[src/rtl/axis_pkg.sv]
// rtl/axis_pkg.sv - shared constants and packet FSM encoding for the axis slave receiver
package axis_pkg;

    localparam int AXIS_DATA_W = 8;
    localparam int AXIS_DEST_W = 5;

    typedef enum logic {
        IDLE   = 1'b0,
        IN_PKT = 1'b1
    } pkt_state_t;

endpackage

[src/rtl/axis_sync_fifo.sv]
// rtl/axis_sync_fifo.sv - single-clock FIFO with combinational head and occupancy count
module axis_sync_fifo #(
    parameter int WIDTH = 9,
    parameter int DEPTH = 8
) (
    input  logic                     i_sclk,
    input  logic                     i_srst,
    input  logic                     i_wr_en,
    input  logic [WIDTH-1:0]         i_wr_data,
    input  logic                     i_rd_en,
    output logic [WIDTH-1:0]         o_rd_data,
    output logic [$clog2(DEPTH):0]   o_level
);

    localparam int AW = $clog2(DEPTH);
    localparam logic [AW:0] FULL_LVL = (AW+1)'(DEPTH);
    localparam logic [AW:0] ONE_LVL  = (AW+1)'(1);
    localparam logic [AW-1:0] ONE_PTR = AW'(1);

    logic [WIDTH-1:0] mem [DEPTH];
    logic [AW-1:0]    wr_ptr;
    logic [AW-1:0]    rd_ptr;
    logic [AW:0]      level;
    logic             push;
    logic             pop;

    // Guards here keep the FIFO safe even if a caller forgets to qualify requests.
    assign push = i_wr_en && (level != FULL_LVL);
    assign pop  = i_rd_en && (level != '0);

    always_ff @(posedge i_sclk) begin
        if (i_srst) begin
            wr_ptr <= '0;
            rd_ptr <= '0;
            level  <= '0;
        end else begin
            if (push) wr_ptr <= wr_ptr + ONE_PTR;
            if (pop)  rd_ptr <= rd_ptr + ONE_PTR;
            case ({push, pop})
                2'b10:   level <= level + ONE_LVL;
                2'b01:   level <= level - ONE_LVL;
                default: level <= level;
            endcase
        end
    end

    // Storage is deliberately not reset; the pointers define what is valid.
    always_ff @(posedge i_sclk) begin
        if (push) mem[wr_ptr] <= i_wr_data;
    end

    assign o_rd_data = mem[rd_ptr];
    assign o_level   = level;

endmodule

[src/rtl/axis_slave_rx.sv]
// rtl/axis_slave_rx.sv - tdest-filtered stream sink into a local FIFO; AXIS_SLAVE_RX_STATS_EN adds beat/packet counters
module axis_slave_rx
    import axis_pkg::*;
#(
    parameter int                  DATA_W  = AXIS_DATA_W,
    parameter int                  DEST_W  = AXIS_DEST_W,
    parameter logic [DEST_W-1:0]   MY_DEST = 5'b00010,
    parameter int                  DEPTH   = 8
) (
    input  logic                     i_sclk,
    input  logic                     i_srst,
    input  logic                     i_s_tvalid,
    input  logic [DEST_W-1:0]        i_s_tdest,
    input  logic [DATA_W-1:0]        i_s_tdata,
    input  logic                     i_s_tlast,
    output logic                     o_m_s_tready,
    input  logic                     i_rd_en,
    output logic                     o_rd_valid,
    output logic [DATA_W-1:0]        o_rd_data,
    output logic                     o_rd_last,
    output logic                     o_pkt_done,
`ifdef AXIS_SLAVE_RX_STATS_EN
    output logic [15:0]              o_beat_cnt,
    output logic [15:0]              o_pkt_cnt,
`endif
    output logic [$clog2(DEPTH):0]   o_level
);

    localparam int AW = $clog2(DEPTH);
    localparam logic [AW:0] FULL_LVL = (AW+1)'(DEPTH);

    logic [AW:0]   level;
    logic [DATA_W:0] head;
    logic          accept;
    pkt_state_t    pkt_state;

    // Ready uses the pre-edge level, so a full FIFO never accepts even if a pop is pending.
    assign o_m_s_tready = !i_srst && (level != FULL_LVL) && (i_s_tdest == MY_DEST);
    assign accept       = i_s_tvalid && o_m_s_tready;

    axis_sync_fifo #(
        .WIDTH (DATA_W + 1),
        .DEPTH (DEPTH)
    ) u_fifo (
        .i_sclk    (i_sclk),
        .i_srst    (i_srst),
        .i_wr_en   (accept),
        .i_wr_data ({i_s_tlast, i_s_tdata}),
        .i_rd_en   (i_rd_en),
        .o_rd_data (head),
        .o_level   (level)
    );

    assign o_rd_valid = (level != '0);
    assign o_rd_data  = head[DATA_W-1:0];
    assign o_rd_last  = head[DATA_W];
    assign o_level    = level;

    always_ff @(posedge i_sclk) begin
        if (i_srst) begin
            pkt_state  <= IDLE;
            o_pkt_done <= 1'b0;
        end else begin
            o_pkt_done <= accept && i_s_tlast;
            case (pkt_state)
                IDLE:    if (accept && !i_s_tlast) pkt_state <= IN_PKT;
                IN_PKT:  if (accept && i_s_tlast)  pkt_state <= IDLE;
                default: pkt_state <= IDLE;
            endcase
        end
    end

`ifdef AXIS_SLAVE_RX_STATS_EN
    always_ff @(posedge i_sclk) begin
        if (i_srst) begin
            o_beat_cnt <= '0;
            o_pkt_cnt  <= '0;
        end else if (accept) begin
            o_beat_cnt <= o_beat_cnt + 16'd1;
            if (i_s_tlast) o_pkt_cnt <= o_pkt_cnt + 16'd1;
        end
    end
`endif

endmodule
[config.mk]
export PLATFORM = sky130hd
export DESIGN_NAME = axis_slave_rx
export DESIGN_NICKNAME = d
export VERILOG_FILES = /design/src/rtl/axis_pkg.sv /design/src/rtl/axis_sync_fifo.sv /design/src/rtl/axis_slave_rx.sv
export SDC_FILE = /design/constraint.sdc
export NUM_CORES = 1
export LEC_CHECK = 0
export BUFFER_PORTS_ARGS = -buffer_cell sky130_fd_sc_hd__buf_2
export CORE_UTILIZATION = 63
export CTS_CLUSTER_SIZE = 25
export DETAILED_ROUTE_END_ITERATION = 12
export PLACE_DENSITY_LB_ADDON = 0.12
export SLEW_MARGIN = 20
export SYNTH_ARGS = -nofsm -noshare
export SYNTH_HDL_FRONTEND = slang
export SYNTH_HIERARCHICAL = 1
export SYNTH_SLANG_ARGS = --single-unit
[constraint.sdc]
create_clock -name i_sclk -period 5.81 [get_ports i_sclk]
set_input_delay 0.2905 -clock i_sclk [delete_from_list [all_inputs] [get_ports i_sclk]]
set_output_delay 0.2905 -clock i_sclk [all_outputs]
set_load 0.05 [all_outputs]
* Word level (Yosys, flattened, before mapping) *
Memory sizes are Yosys's and may differ from the RTL's. A register that Yosys moved wholly into a read port is not among the register bits.
Index checks and enable logic that the tools add are counted.

word-level totals
  input port bits = 18
  register bits = 11
  word-level logic and storage cells = 27
  output and inout bits = 16
  memory bits (writable) = 72
  memories kept = 1

cells by class
  $add $sub $neg = 4
  reductions and logical operators = 9
  eq/ne operators = 4
  muxes and demuxes = 5

memories
  memory      depth  width  read ports  clocked after memory_dff  write ports  line                  text
  u_fifo.mem  8      9      1           1                         1            axis_sync_fifo.sv:20  logic [WIDTH-1:0] mem [DEPTH];

operators with widths
  kind                                                  count
  case mux 4 bit (2 select lines)                       1
  adder 3 x 1 -> 3 bit (second input constant)          2
  logical AND 1 bit                                     6
  two-way mux 3 bit                                     2
  equality test 5 x 2 -> 1 bit (second input constant)  1
  adder 4 x 1 -> 4 bit (second input constant)          1
  != test 4 bit (second input constant)                 1
  nonzero test 4 bit                                    1
  subtractor 4 x 1 -> 4 bit (second input constant)     1
  equality test 2 x 1 -> 1 bit (second input constant)  1
  equality test 2 bit (second input constant)           1
  two-way mux 1 bit                                     2
  nonzero test 2 bit                                    1
  logical NOT 1 bit                                     1

* Longest topological paths before layout *
Gate-level depths: netlist of run 1.

  word-level depth = 7
  mapped depth = 11
  mapped depth without buffers = 11

* Modules after synthesis *
Netlist of run 1, hierarchy kept.

by module, submodules not included
  module          sequential area each (um^2)  cells an instance  times used  area each (um^2)
  axis_sync_fifo  2422.3                       175                1           3434.5
  axis_slave_rx   20.0                         10                 1           92.6

* Worst setup path after synthesis of run 1 *
Ideal clock, no wire load.

  kind = flip-flop to flip-flop
  from = register u_fifo.level[1] (netlist: u_fifo/o_level[1])
  to = memory u_fifo.mem[4][0], enable pin
  required time = 5.423 ns
  period minus slack after synthesis = 2.861 ns
  path buffers = 0
  data arrival time = 2.474 ns
  library setup time = 0.387 ns
  stages on the path, launching flop included = 6
  slack = 2.949 ns
  path through = dfxtp_1 -> nor4b_2 -> nor3b_1 -> o21ai_4 -> or2_2 -> nor3_1

on the way
  word-level cells in the longest chain between the ends = 7

ends and longest elaborated chain
  what                                     line                  text
  start: declaration                       axis_sync_fifo.sv:23  logic [AW:0] level;
  start signal: assignment                 axis_sync_fifo.sv:40  2'b10: level <= level + ONE_LVL;
  start signal: assignment                 axis_sync_fifo.sv:41  2'b01: level <= level - ONE_LVL;
  start signal: assignment                 axis_sync_fifo.sv:42  default: level <= level;
  != test 4 bit                            axis_slave_rx.sv:38   assign o_m_s_tready = !i_srst && (level != FULL_LVL) && (i_s_tdest == MY_DEST);
  logical AND 1 bit (2 in series)          axis_slave_rx.sv:38
  logical AND 1 bit                        axis_slave_rx.sv:39   assign accept = i_s_tvalid && o_m_s_tready;
  via accept                               axis_slave_rx.sv:34   logic accept;
  logical AND 1 bit                        axis_sync_fifo.sv:28  assign push = i_wr_en && (level != FULL_LVL);
  two-way mux 1 bit                        axis_sync_fifo.sv:49  if (push) mem[wr_ptr] <= i_wr_data;
  two-way mux 1 bit (implied by the code)  axis_sync_fifo.sv:49
  end: declaration                         axis_sync_fifo.sv:20

The timed path passes the listed nets, and every way through them passes these cells.

==> flow_summary_export.csv, run 1 <==
group,metric,value,unit
status,status,"complete, no violations",
cts,ctsResizeCount,0,
global_routing,antenna_found_initial,0,
flow_run,cap_violations,0,
cts,cts_made_buffers,9,
detailed_routing,drc_errors,0,
timing,hold_viol_final,0,
timing,fin_crit,2.81,ns
timing,timing.fmax,356,MHz
layout,diodes,0,
cts,postCtsSetupBuffers,0,
floorplanning,die_h,76.8,microns
synth,synth_edf_count,72,
floorplanning,ios,34,
detailed_routing,detail-route-antenna-nets,0,
pwr,total_power,1100,uW
layout,area_growth,12.4,%
timing,slew_headroom,0.313,
pwr,ir_drop,0.188,mV
cts,clock_latency,0.34,ns
detailed_routing,first_iter_violations,80,
detailed_routing,dr_wl_met2,3.06,mm
synth,synth_area,3530,sq um
cts,cts.sinks,86,
placement,port_buffers,33,
timing,finalSetupViolCount,0,
cts,htreeDepth,3,
cts,clockBufferDepth,2,
detailed_routing,wl_per_cell,19.6,microns
synth,synth_seq_area_share,0.692,
global_routing,grt_overflow,0,
detailed_routing,wirelength,5.87,mm
timing,rsz0062_at_grt,"no",
timing,hold_ws,0.187,ns
timing,finClkSkew,0.00588,ns
detailed_routing,met3_length,173,microns
synth,avgSynthCellArea,19.1,sq um
floorplanning,core,5240,sq um
placement,dp_slack,2.93,ns
pwr,p_leak,0.00136,uW
timing,worst_slack,3.00,ns
synth,syn-instance-count,185,
setup_path,crit_path_end_kind,"output port",
global_routing,grt_first_pass_wirelength,9.39,mm
timing,tns,0,ns
layout,nets,247,
cts,clk_pin_slew,0.08,ns
synth,yosysWarnings,6,
timing,max_slew.worst_pin.slew,1.02,ns
layout,drive_gt1_frac,0.301,
global_routing,grt_start_max_net_pins,19,
synth,synthFlopType,"edfxtp_1",
cts,cts_tree,"yes",
timing,slew_viol_final,0,
setup_path,cp_max_fo,18,
detailed_routing,vias,1787,
hold_path,hold_depth,3,
pwr,p_per_area,278,nW/um^2
synth,yosysUniqueCellTypes,33,
layout,fin_util,0.757,
setup_path,crit_type,"flip-flop to output port",
hold_path,hp-class,"primary input to flip-flop",
floorplanning,die_x,76.8,microns
global_routing,first_global_vias,1814,
detailed_routing,wl_met1,2.54,mm
synth,syn-num-nets,208,
placement,dp_hpwl,3.74,mm
setup_path,r2r_cells,10,
cts,ctsHoldBuffers,0,
global_routing,track_usage,0.219,
floorplanning,rows,26,
setup_path,arrival,2.52,ns
floorplanning,floorplan.initialDensity,0.673,
detailed_routing,maxUsedRoutingLayer,"met4",
synth,synth_seq_cells,86,
setup_path,critPathLaunchType,"flip-flop",
floorplanning,die_area,5900,sq um
cts,root_buffer,"clkbuf_8",
timing,post-route-period-util,0.483,
detailed_routing,viasPerCell,5.98,
synth,postSynth.asyncResetShare,0,
placement,routabilityCongestion,0.833,
detailed_routing,dr.pass1.iters,4,
setup_path,cp.required,5.52,ns
critical path: stages (launching register included):
cell and delay [ns]:
dfxtp_1 1.00, mux4_1 0.68, mux2_2 0.29, buf_2 0.21
Yosys cell counts, types with 2 or more instances:
cell type | n | area [sq um]
nand2b_1 | 3 | 18.8
nor3b_1 | 2 | 15.0
mux4_1 | 18 | 473
edfxtp_1 | 72 | 2160
a21oi_1 | 4 | 20.0
or3_1 | 2 | 12.5
dfxtp_1 | 14 | 280
nor3_1 | 4 | 20.0
nand2_1 | 4 | 15.0
nor4b_2 | 2 | 30.0
nor2_1 | 16 | 60.1
mux2_2 | 10 | 113
clkbuf_1 | 2 | 7.51
inv_1 | 2 | 7.51
xor2_1 | 5 | 43.8
mux2i_1 | 3 | 30.0
xnor2_1 | 2 | 17.5
ha_1 | 5 | 62.6
power by group:
| group | switching [uW] | internal, uW | total [uW] |
|---|---|---|---|
| sequential | 1.69 | 667 | 668 |
| clock | 206 | 202 | 408 |
| combinational | 15.9 | 9.55 | 25.4 |
| total | 224 | 878 | 1100 |
layout by cell type (no fill, tap or decap), drive strengths merged, types with 3 or more instances in the layout:
cell type  count
a21oi          4
buf           34
clkbuf        10
clkinvlp       3
dfxtp         14
edfxtp        72
ha             5
inv            4
mux2          10
mux2i          3
mux4          18
nand2          4
nand2b         3
nor2          16
nor3           4
xor2           5
per-layer routing:
metal  vias up  track usage
met5         -            0
met4         0        0.102
met3         8       0.0440
met2        41        0.354
met1       906        0.291
li1        832            -
stage by stage:
step / instances / cell area (sq um)
CTS: 299 / 3960
floorplan: 185 / 3530
detailed placement: 283 / 3770
global placement: 283 / 3760
global route: 299 / 3960
finish: 299 / 3960
state kept, by name, indices dropped and copies added, names as in the netlist, named ones only:
name	count
o_pkt_done	1
u_fifo/mem	72
u_fifo/o_level	4
u_fifo/rd_ptr	3
u_fifo/wr_ptr	3
path summary, 6_finish.rpt:
path | startpoint | to | slack [ns]
max reg2reg | u_fifo/o_level[0]$_SDFFE_PP0P_ | u_fifo/o_level[2]$_SDFFE_PP0P_ | 3.03
min | i_s_tvalid | o_pkt_done$_SDFF_PP0_ | 0.19
max | flip-flop | o_rd_data[5] | 3.00
min reg2reg | u_fifo/rd_ptr[2]$_SDFFE_PP0P_ | u_fifo/rd_ptr[2]$_SDFFE_PP0P_ | 0.54
kinds of logic (layout without fill, tap and decap cells):
kind of cell             count (synthesis)  after routing  synth area share
AO/OA/AOI/OAI                            9              9            0.0195
XOR/XNOR                                 7              7            0.0174
adder cells (fa/ha/maj)                  5              5            0.0177
buffers and inverters                    8             52            0.0156
flip-flops                              86             86             0.692
multiplexers                            31             31             0.175
AND/OR/NAND/NOR                         39             39            0.0628
layout make-up:
type	instances	area, sq um
fill	299	1270
sequential	86	2440
clock buffer	10	128
multi-input combinational	91	1060
inverter	2	7.51
tap	70	87.6
clock inverter	6	70.1
timing repair buffer	34	173
Power figures use the tool's default switching activity.
==> run 2, diff against run 1 <==
--- a/config.mk
+++ b/config.mk
@@ -6,7 +6,7 @@
 export NUM_CORES = 1
 export LEC_CHECK = 0
 export BUFFER_PORTS_ARGS = -buffer_cell sky130_fd_sc_hd__buf_2
-export CORE_UTILIZATION = 63
+export CORE_UTILIZATION = 58
 export CTS_CLUSTER_SIZE = 25
 export DETAILED_ROUTE_END_ITERATION = 12
 export PLACE_DENSITY_LB_ADDON = 0.12
==> constraint.sdc (replaced) <==
create_clock -name i_sclk -period 2.7 [get_ports i_sclk]
set_input_delay 0.135 -clock i_sclk [delete_from_list [all_inputs] [get_ports i_sclk]]
set_output_delay 0.135 -clock i_sclk [all_outputs]
set_load 0.05 [all_outputs]
==> flow_summary_export.csv, run 2 (synthesized netlist as in run 1, its figures left out) <==
group,metric,value,unit
detailed_routing,drc_errors,0,
detailed_routing,wl_per_cell,19.3,microns
timing,hold_viol_final,0,
cts,htreeDepth,3,
timing,slew_headroom,0.655,
detailed_routing,wirelength,6.18,mm
pwr,p_leak,0.00145,uW
setup_path,crit_path_end_kind,"flip-flop",
hold_path,holdCritStartpoint,"i_s_tvalid",
setup_path,crit-reg2reg-launch,"u_fifo/o_level[1]$_SDFFE_PP0P_",
detailed_routing,viasPerCell,5.72,
layout,top_register,"u_fifo/mem",
layout,layout_common_cells,"edfxtp_1 (72), buf_2 (33), mux4_1 (18), buf_4 (18), nor2_1 (16)",
detailed_routing,maxUsedRoutingLayer,"met4",
floorplanning,die_x,80.0,microns
timing,tns,0,ns
setup_path,path_depth,9,
global_routing,grt_overflow,0,
setup_path,crit_start,"u_fifo/o_level[1]$_SDFFE_PP0P_",
setup_path,critPathSlowestCell,"or3_1",
detailed_routing,met3_length,202,microns
global_routing,grt_start_max_net_pins,19,
detailed_routing,detail-route-antenna-nets,0,
setup_path,crit_path_end,"u_fifo/o_level[2]$_SDFFE_PP0P_",
timing,max_slew.worst_pin.slew,0.517,ns
setup_path,path_delay_family,"simple AND/OR/NAND/NOR gates",
setup_path,arrival,2.84,ns
timing,post-route-period-util,0.952,
setup_path,r2r_cells,9,
layout,area_growth,15.7,%
cts,clk_pin_slew,0.08,ns
pwr,p_per_area,568,nW/um^2
detailed_routing,dr_wl_met2,3.33,mm
setup_path,critical_path.cell_chain,"or3_1 -> o21ai_4 -> ha_1 -> xor2_1 -> ha_1 -> a21oi_1 -> xor2_1 -> or3_1 -> a21oi_1",
cts,postCtsSetupBuffers,0,
setup_path,cp_num_buf_inv,0,
floorplanning,die_area,6400,sq um
cts,root_buffer,"clkbuf_8",
timing,finClkSkew,0.00742,ns
cts,cts.sinks,86,
pwr,ir_drop,0.486,mV
floorplanning,floorplan.initialDensity,0.599,
setup_path,cp_max_fo,10,
cts,ctsHoldBuffers,0,
floorplanning,die_h,80.0,microns
global_routing,first_global_vias,1879,
placement,routabilityCongestion,0.811,
layout,fillers,378,
status,status,"complete, no violations",
setup_path,rrSetupSlack,0.13,ns
layout,nets,264,
floorplanning,rows,28,
placement,dp_hpwl,4.25,mm
layout,drive_gt1_frac,0.343,
timing,finalSetupViolCount,0,
cts,cts_tree,"yes",
pwr,total_power,2320,uW
timing,rsz0062_at_grt,"no",
global_routing,track_usage,0.219,
setup_path,slowest_delay,0.44,ns
detailed_routing,first_iter_violations,111,
cts,clock_latency,0.34,ns
detailed_routing,wl_met1,2.57,mm
floorplanning,ios,34,
global_routing,grt_first_pass_wirelength,9.64,mm
detailed_routing,dr.pass1.iters,4,
timing,timing.fmax,389,MHz
global_routing,antenna_found_initial,0,
setup_path,reg2reg_to,"u_fifo/o_level[2]$_SDFFE_PP0P_",
floorplanning,core,5890,sq um
timing,fin_crit,2.57,ns
cts,cts_made_buffers,9,
setup_path,critPathLaunchType,"flip-flop",
detailed_routing,vias,1831,
timing,slew_viol_final,0,
placement,port_buffers,33,
layout,diodes,0,
setup_path,crit_type,"flip-flop to flip-flop",
flow_run,cap_violations,0,
hold_path,hp-class,"primary input to flip-flop",
layout,largest_reg_flops,72,
layout,final_common_cell,"edfxtp_1",
setup_path,cp.required,2.97,ns
cts,clockBufferDepth,2,
run 2: metrics by stage:
stage	std cells	setup slack [ns]	area (sq um)	hold WS, ns	util
2_1_floorplan	185	0.0544	3540	0.205	-
3_3_place_gp	305	0.152	3890	0.387	0.661
3_5_place_dp	305	0.00953	3890	0.408	0.661
4_1_cts	320	0.0926	4070	0.0382	0.691
5_1_grt	320	0.0306	4080	0.0582	0.693
6_report	320	0.130	4080	0.0495	0.693
run 2: worst register-to-register path: stages, from the launching register on:
cell,delay [ns]
dfxtp_2,0.39
or3_1,0.44
o21ai_4,0.28
ha_1,0.34
xor2_1,0.21
ha_1,0.18
a21oi_1,0.05
xor2_1,0.16
or3_1,0.32
a21oi_1,0.14
run 2: power breakdown:
group | internal [uW] | total (uW) | switching (uW)
clock network | 411 | 823 | 411
registers | 1440 | 1440 | 1.78
logic | 21.1 | 57.7 | 36.6
total | 1870 | 2320 | 450
run 2: cell type report:
cell class	count	area [sq um]	share of cell area
Clock buffer	9	124	0.0304
Clock inverter	6	53.8	0.0132
Timing Repair Buffer	51	300	0.0736
Tap cell	75	93.8	0.0230
Sequential cell	86	2450	0.600
Multi-Input combinational cell	91	1050	0.259
Inverter	2	7.51	0.00184
run 2: per-layer routing:
layer,GRT usage,vias to the layer above
li1,-,861
met1,0.266,920
met2,0.385,41
met3,0.0331,9
met4,0.102,0
met5,0,-
run 2: how the worst min path moves through the flow:
stage,to,slack [ns],cells past startpoint
after floorplan,o_pkt_done$_SDFF_PP0_,0.21,1
after global placement,o_pkt_done$_SDFF_PP0_,0.39,3
after detailed placement,o_pkt_done$_SDFF_PP0_,0.41,3
after CTS,o_pkt_done$_SDFF_PP0_,0.04,3
after global routing,o_pkt_done$_SDFF_PP0_,0.06,3
final,o_pkt_done$_SDFF_PP0_,0.05,3
run 2: timing repair:
item	in CTS	in global routing
setup endpoints to repair	0	1
gates resized for setup	0	2
hold endpoints to repair	0	0
==> run 3, diff against run 2 <==
--- a/config.mk
+++ b/config.mk
@@ -6,7 +6,9 @@
 export NUM_CORES = 1
 export LEC_CHECK = 0
 export BUFFER_PORTS_ARGS = -buffer_cell sky130_fd_sc_hd__buf_2
+export CORE_MARGIN = 1.5
 export CORE_UTILIZATION = 58
+export CTS_CLUSTER_DIAMETER = 30
 export CTS_CLUSTER_SIZE = 25
 export DETAILED_ROUTE_END_ITERATION = 12
 export PLACE_DENSITY_LB_ADDON = 0.12
@@ -15,3 +17,4 @@
 export SYNTH_HDL_FRONTEND = slang
 export SYNTH_HIERARCHICAL = 1
 export SYNTH_SLANG_ARGS = --single-unit
+export TNS_END_PERCENT = 30
==> flow_summary_export.csv, run 3 (synthesized netlist as in run 1, its figures left out) <==
group,metric,value,unit
status,status,"complete, no violations",
setup_path,crit_path_end_kind,"flip-flop",
setup_path,crit-reg2reg-launch,"u_fifo/o_level[1]$_SDFFE_PP0P_",
timing,timing.fmax,396,MHz
setup_path,crit_start,"u_fifo/o_level[1]$_SDFFE_PP0P_",
timing,slew_headroom,0.601,
setup_path,cp_max_fo,10,
timing,slew_viol_final,0,
global_routing,grt_first_pass_wirelength,8.96,mm
floorplanning,ios,34,
detailed_routing,drc_errors,0,
flow_run,cap_violations,0,
detailed_routing,vias,1792,
layout,top_register,"u_fifo/mem",
cts,cts_tree,"yes",
setup_path,cp.required,2.98,ns
timing,fin_crit,2.53,ns
global_routing,track_usage,0.199,
detailed_routing,dr.pass1.iters,4,
floorplanning,die_h,81.0,microns
global_routing,grt_overflow,0,
floorplanning,die_area,6560,sq um
layout,layout_common_cells,"edfxtp_1 (72), buf_2 (33), mux4_1 (18)",
hold_path,hold_depth,3,
detailed_routing,first_iter_violations,124,
setup_path,crit_path_end,"u_fifo/o_level[2]$_SDFFE_PP0P_",
timing,hold_viol_final,0,
timing,tns,0,ns
placement,dp_hpwl,3.80,mm
setup_path,rrSetupSlack,0.17,ns
layout,area_growth,17.2,%
pwr,p_per_area,636,nW/um^2
floorplanning,die_x,81.0,microns
placement,routabilityCongestion,0.754,
timing,worst_slack,0.173,ns
placement,dp_slack,0.0197,ns
hold_path,hp-class,"primary input to flip-flop",
layout,diodes,0,
pwr,p_leak,0.00147,uW
setup_path,r2r_cells,9,
layout,drive_gt1_frac,0.335,
timing,max_slew.worst_pin.slew,0.598,ns
cts,ctsHoldBuffers,0,
cts,cts_made_buffers,9,
cts,htreeDepth,3,
setup_path,critPathLaunchType,"flip-flop",
floorplanning,rows,28,
cts,cts.sinks,86,
layout,final_common_cell,"edfxtp_1",
global_routing,first_global_vias,1780,
cts,clk_pin_slew,0.08,ns
detailed_routing,viasPerCell,5.65,
layout,largest_reg_flops,72,
cts,postCtsSetupBuffers,0,
cts,clockBufferDepth,2,
detailed_routing,wl_per_cell,18.6,microns
timing,post-route-period-util,0.936,
layout,fillers,370,
timing,finClkSkew,0.00966,ns
layout,nets,260,
floorplanning,core,5890,sq um
global_routing,grt_start_max_net_pins,19,
detailed_routing,detail-route-antenna-nets,0,
cts,root_buffer,"clkbuf_8",
floorplanning,floorplan.initialDensity,0.599,
timing,rsz0062_at_grt,"no",
pwr,ir_drop,0.430,mV
placement,port_buffers,33,
setup_path,crit_type,"flip-flop to flip-flop",
setup_path,reg2reg_to,"u_fifo/o_level[2]$_SDFFE_PP0P_",
detailed_routing,wirelength,5.88,mm
cts,clock_latency,0.35,ns
timing,finalSetupViolCount,0,
global_routing,antenna_found_initial,0,
setup_path,arrival,2.81,ns
## run 3: cell count changes in the layout (fill, tap and decap cells not counted), sizes merged
cell / change
inv: +1
clkbuf: +1
clkinvlp: -1
buf: -4
clkinv: -3
bufinv: +3
## run 3: timing repair
action	in CTS	in global routing
gates resized for setup	0	3
hold endpoints to repair	0	0
setup endpoints to repair	0	2
## run 3: cell type report
cell class	instances	area, sq um	share of cell area
Tap cell	75	93.8	0.0227
Clock inverter	6	134	0.0324
Inverter	2	7.51	0.00182
Sequential cell	86	2440	0.591
Multi-Input combinational cell	91	1060	0.256
Clock buffer	10	128	0.0309
Timing Repair Buffer	47	270	0.0654
## run 3: worst max-delay path, cell delays in order (launching register included)
cell	delay [ns]
dfxtp_1	0.42
or3_1	0.47
o21ai_4	0.29
ha_2	0.30
xor2_1	0.17
ha_1	0.16
a21oi_1	0.05
xor2_1	0.17
or3_1	0.32
a21oi_1	0.13
## run 3: power breakdown
group / switching, uW / internal (uW)
clock: 426 / 710
combinational: 36.5 / 21.0
sequential: 1.71 / 1430
total: 464 / 2170
## run 3: layer usage
metal | part of all wire | GRT usage
met1 | 0.44 | 0.253
met2 | 0.51 | 0.331
met3 | 0.029 | 0.0360
met4 | 0.013 | 0.102
met5 | 0 | 0
## run 3: worst min-delay path by stage
stage	from	end	slack [ns]
3_5_place_dp	i_s_tvalid	o_pkt_done$_SDFF_PP0_	0.40
3_3_place_gp	i_s_tdata[7]	u_fifo/mem[4][7]$_DFFE_PP_	0.39
2_1_floorplan	i_srst	o_pkt_done$_SDFF_PP0_	0.21
5_1_grt	i_s_tdata[7]	u_fifo/mem[5][7]$_DFFE_PP_	0.06
4_1_cts	i_s_tvalid	o_pkt_done$_SDFF_PP0_	0.04
6_report	i_s_tvalid	o_pkt_done$_SDFF_PP0_	0.05
## run 3: per-stage QoR
step	utilization	cells	hold WS [ns]	cell area [sq um]	total power, uW
2_1_floorplan	-	185	0.205	3530	1500
3_3_place_gp	0.655	301	0.391	3850	1520
3_5_place_dp	0.655	301	0.399	3850	1520
4_1_cts	0.699	317	0.0356	4120	2650
5_1_grt	0.702	317	0.0560	4130	2700
6_report	0.702	317	0.0524	4130	2630
